===== config.mk =====
export PLATFORM = sky130hd
export DESIGN_NAME = trap_seq_ctrl
export DESIGN_NICKNAME = d
export VERILOG_FILES = /design/src/rtl/trap_seq_ctrl.sv
export SDC_FILE = /design/constraint.sdc
export NUM_CORES = 1
export LEC_CHECK = 0
export CORE_MARGIN = 4
export CORE_UTILIZATION = 34
export DETAILED_ROUTE_END_ITERATION = 8
export GPL_TIMING_DRIVEN = 0
export HOLD_SLACK_MARGIN = 0.1
export PLACE_DENSITY = 0.75
export SETUP_SLACK_MARGIN = 0.2
export SKIP_CTS_REPAIR_TIMING = 1
export SYNTH_ARGS = -nofsm -noshare
export SYNTH_HDL_FRONTEND = slang
export SYNTH_SLANG_ARGS = --single-unit

===== constraint.sdc =====
create_clock -name clk -period 2.3 [get_ports clk]
set_input_delay 0.46 -clock clk [delete_from_list [all_inputs] [get_ports clk]]
set_output_delay 0.46 -clock clk [all_outputs]
set_load 0.1 [all_outputs]

===== src/rtl/trap_seq_ctrl.sv =====
// Machine-mode trap/mret sequencer: walks the CSR file's single port through the
// mstatus read-modify-write, mepc/mcause saves and target fetch, then redirects the PC.
module trap_seq_ctrl #(
  parameter logic [11:0] MSTATUS_ADDR = 12'h300,
  parameter logic [11:0] MTVEC_ADDR   = 12'h305,
  parameter logic [11:0] MEPC_ADDR    = 12'h341,
  parameter logic [11:0] MCAUSE_ADDR  = 12'h342
) (
  input  logic        clk,
  input  logic        rst,
  input  logic        trap_req,
  input  logic [31:0] trap_cause,
  input  logic [31:0] trap_pc,
  input  logic        mret_req,
  output logic        trap_ack,
  output logic        mret_ack,
  output logic [11:0] csr_addr,
  output logic        csr_we,
  output logic [31:0] csr_wdata,
  input  logic [31:0] csr_rdata,
  output logic        busy,
  output logic        redirect_valid,
  output logic [31:0] redirect_pc
);

  localparam int unsigned XLEN = 32;

  typedef enum logic [3:0] {
    IDLE,
    T_RDST,
    T_WRST,
    T_WEPC,
    T_WCAUSE,
    T_RDVEC,
    T_REDIR,
    M_RDST,
    M_WRST,
    M_RDEPC,
    M_REDIR
  } state_t;

  state_t            state;
  state_t            state_nx;
  logic [XLEN-1:0]   pc_q;
  logic [XLEN-1:0]   cause_q;
  logic              trap_take;
  logic              mret_take;

  // Trap has priority; acks are gated by reset so every output is quiet while held.
  assign trap_take = rst && (state == IDLE) && trap_req;
  assign mret_take = rst && (state == IDLE) && !trap_req && mret_req;

  always_ff @(posedge clk or negedge rst) begin
    if (!rst) begin
      state   <= IDLE;
      pc_q    <= '0;
      cause_q <= '0;
    end else begin
      state <= state_nx;
      if (trap_take) begin
        pc_q    <= trap_pc;
        cause_q <= trap_cause;
      end
    end
  end

  // Next state and per-state CSR port / redirect decode.
  always_comb begin
    state_nx       = state;
    trap_ack       = trap_take;
    mret_ack       = mret_take;
    csr_addr       = 12'h000;
    csr_we         = 1'b0;
    csr_wdata      = '0;
    busy           = (state != IDLE);
    redirect_valid = 1'b0;
    redirect_pc    = '0;

    case (state)
      IDLE: begin
        if (trap_take)      state_nx = T_RDST;
        else if (mret_take) state_nx = M_RDST;
      end
      T_RDST: begin
        csr_addr = MSTATUS_ADDR;
        state_nx = T_WRST;
      end
      T_WRST: begin
        // MPIE <= MIE, MIE <= 0
        csr_addr  = MSTATUS_ADDR;
        csr_we    = 1'b1;
        csr_wdata = {csr_rdata[31:8], csr_rdata[3], csr_rdata[6:4], 1'b0, csr_rdata[2:0]};
        state_nx  = T_WEPC;
      end
      T_WEPC: begin
        csr_addr  = MEPC_ADDR;
        csr_we    = 1'b1;
        csr_wdata = {pc_q[31:2], 2'b00};
        state_nx  = T_WCAUSE;
      end
      T_WCAUSE: begin
        csr_addr  = MCAUSE_ADDR;
        csr_we    = 1'b1;
        csr_wdata = cause_q;
        state_nx  = T_RDVEC;
      end
      T_RDVEC: begin
        csr_addr = MTVEC_ADDR;
        state_nx = T_REDIR;
      end
      T_REDIR: begin
        // Direct mode only: mtvec mode bits dropped
        redirect_valid = 1'b1;
        redirect_pc    = {csr_rdata[31:2], 2'b00};
        state_nx       = IDLE;
      end
      M_RDST: begin
        csr_addr = MSTATUS_ADDR;
        state_nx = M_WRST;
      end
      M_WRST: begin
        // MIE <= MPIE, MPIE <= 1
        csr_addr  = MSTATUS_ADDR;
        csr_we    = 1'b1;
        csr_wdata = {csr_rdata[31:8], 1'b1, csr_rdata[6:4], csr_rdata[7], csr_rdata[2:0]};
        state_nx  = M_RDEPC;
      end
      M_RDEPC: begin
        csr_addr = MEPC_ADDR;
        state_nx = M_REDIR;
      end
      M_REDIR: begin
        redirect_valid = 1'b1;
        redirect_pc    = {csr_rdata[31:2], 2'b00};
        state_nx       = IDLE;
      end
      default: begin
        state_nx = IDLE;
      end
    endcase
  end

endmodule


==> results_dict.tcl <==
set metrics [dict create \
    result_of_the_run "complete, but fails checks" \
    violations "negative hold slack, negative setup slack" \
    top_post_synthesis_cells_by_count "sky130_fd_sc_hd__dfrtp_1, sky130_fd_sc_hd__and2_1, sky130_fd_sc_hd__mux2_1" \
    placement.io_buffers 170 \
    clockRootBuffer "sky130_fd_sc_hd__clkbuf_8" \
    worst_setup_slack_for_register_to_register_paths_ps 500 \
    clkSlewWorstSetupHoldPaths_ps 90 \
    rr_endpoint "pc_q[31]$_DFFE_PN0P_" \
    floorplan.rows 36 \
    die_h_um 110 \
    critPathRequiredTime_ps 1840 \
    yosys_register_bits 66 \
    first_pass_grt_wire_length_um 17200 \
    timing.critical_path.arrival_ps 2040 \
    worst_hold_slack_ps -6.26 \
    post_synthesis_sequential_area_ratio 0.471 \
    worstPathCellList "buf_6, nand2b_4, nor3_4, buf_6, clkbuf_16, a221o_4, buf_12" \
    total_core_area_mm2 0.00991 \
    ctsHtreeMaxLevel 3 \
    clkSinkCount 66 \
    fin_setup_tns_ps -8990 \
    clock_latency_ps 340 \
    yosys.cell_count.top_type "sky130_fd_sc_hd__dfrtp_1" \
    setup.worst_path.end_class "output pin" \
    detail_route.iter0.violations 94 \
    grt_setup_unrepaired "true" \
    critPathMaxFanout 5 \
    grt_max_degree 70 \
    netlist_top_cells_area "sky130_fd_sc_hd__dfrtp_1, sky130_fd_sc_hd__mux2_1, sky130_fd_sc_hd__and2_1" \
    avgSynthCellArea_um2 11.9 \
    remaining_drc_errors 0 \
    setup_viol_count_final 63 \
    drtPass1Iterations 4 \
    netlist.area_leader.share 0.471 \
    area_delta_synth_final_pct 105 \
    routed_length_per_instance_um 19.6 \
    synthCells 294 \
    num_antenna_cells 0 \
    cell_accounting_for_the_most_synthesized_area "sky130_fd_sc_hd__dfrtp_1" \
    synthDistinctLibCells 35 \
    synth_edf_count 0 \
    worst_setup_margin_ps -199 \
    die_area_mm2 0.0120 \
    vias 3199 \
    maxCapViolCount 0 \
    ant_nets 0 \
    design.final.nets 600 \
    grt_antenna_before_repair 0 \
    via_count_normalized_by_instance_count 5.01 \
    clock_skew_ps 18.9 \
    critPathKind "flop to output pin" \
    ys_dominant_reg_cell "sky130_fd_sc_hd__dfrtp_1" \
    drive_gt1_frac 0.491 \
    hpwl_um 8630 \
    critical_path.n_buffers_inverters 4 \
    final-max-slew-violation-count 0 \
    crit-reg2reg-launch "state[3]$_DFFE_PN0P_" \
    ys_async_sr_fraction 1.00 \
    worstSetupPathDepth 7 \
    initial_core_utilization 0.354 \
    timing.critical_path.from "state[3]$_DFFE_PN0P_" \
    area_of_the_mapped_netlist_mm2 0.00350 \
    timing.critical_path.slowest_stage_cell "sky130_fd_sc_hd__dfrtp_1" \
    num_io_pins 181 \
    min_period_over_period 1.09 \
    max_slew_margin 0.639 \
    period_needed_ps 2500 \
    cts_made_buffers 9 \
    fill_cells 660 \
    worst-r2r-cell-count 5 \
    critical_path.top_delay_family "buffers and inverters" \
    synth.yosys.warnings 0 \
    cts_tree "built" \
    critical-path-top-cell-by-count "sky130_fd_sc_hd__buf_6" \
    globalRoute.totalOverflow 0 \
    place_congestion 0.789 \
    dieWidth_um 110 \
    hold_viol_final 2 \
    max_slew.worst_pin.slew_ps 544 \
    postRouteWirelength_um 12500 \
    clock.fmax_ghz 0.400 \
    first_global_vias 3223 \
    hold_crit_path_type "input port to asynchronous set/reset pin" \
    cts-root-to-sink-buffers 2 \
    worstSetupStartpointType "flop" \
    timing.critical_path.slowest_cell_delay_ps 430 \
    global_route.usage.total 0.190 \
]
-- how the worst max path moves through the flow --
stage / endpoint
after floorplan: csr_wdata[7]
after global placement: trap_ack
after detailed placement: redirect_pc[6]
after CTS: redirect_pc[6]
after global routing: csr_wdata[15]
final: csr_wdata[5]
-- metrics by stage --
stage	instances	utilization	hold slack, ps	area [um2]	worst slack [ps]
4_1_cts	620	0.612	269	6070	-1660
6_report	638	0.724	-6.26	7180	-199
3_5_place_dp	604	0.593	468	5880	-1290
5_1_grt	638	0.724	5.55	7180	-280
2_1_floorplan	301	-	164	4010	-224
3_3_place_gp	604	0.593	458	5880	-3540
-- per-layer routing --
metal | up-vias | wire length, um | track usage
li1 | 1462 | - | -
met1 | 1583 | 4890 | 0.233
met2 | 136 | 6520 | 0.330
met3 | 18 | 896 | 0.0464
met4 | 0 | 214 | 0.0588
met5 | - | 0 | 0
-- kinds of logic after synthesis --
logic type,Yosys count,synth area share
AOI/OAI and AO/OA,46,0.115
buffers and inverters,34,0.0636
other,1,0.00107
xor gates and xnor gates,2,0.00500
and+or+nand+nor,82,0.142
muxes,63,0.202
DFF,66,0.471
-- cells in the final DEF, fill, tap and decap left out, drive strengths merged, types with 2 or more instances in the layout --
master         count
inv                3
a31oi              2
o22ai              2
buf              122
nor2b              2
nand2              6
clkdlybuf4s50     96
conb               8
o21ai              3
mux2              62
nor2               5
clkinv             2
a21oi              3
xnor2              2
clkinvlp           2
dfrtp             66
and2              59
a22o               4
nor3               3
a221o             28
clkbuf            13
-- area by class of cell --
type                       instances  area [um2]  share of cell area
tap                              133         166              0.0232
clock buffer                      11         151              0.0211
multi-input combinational        201        2250               0.314
buffer                            32         360              0.0502
timing repair buffer             188        2550               0.355
sequential                        66        1650               0.230
inverter                           2        7.51             0.00105
clock inverter                     5        37.5             0.00523
-- registers in the layout, indices dropped and copies added, names as in the netlist --
register / count
cause_q: 32
pc_q: 30
state: 4
Power is not shown: default switching activity piles up to over one toggle a cycle in this logic, so the estimate is an artifact.
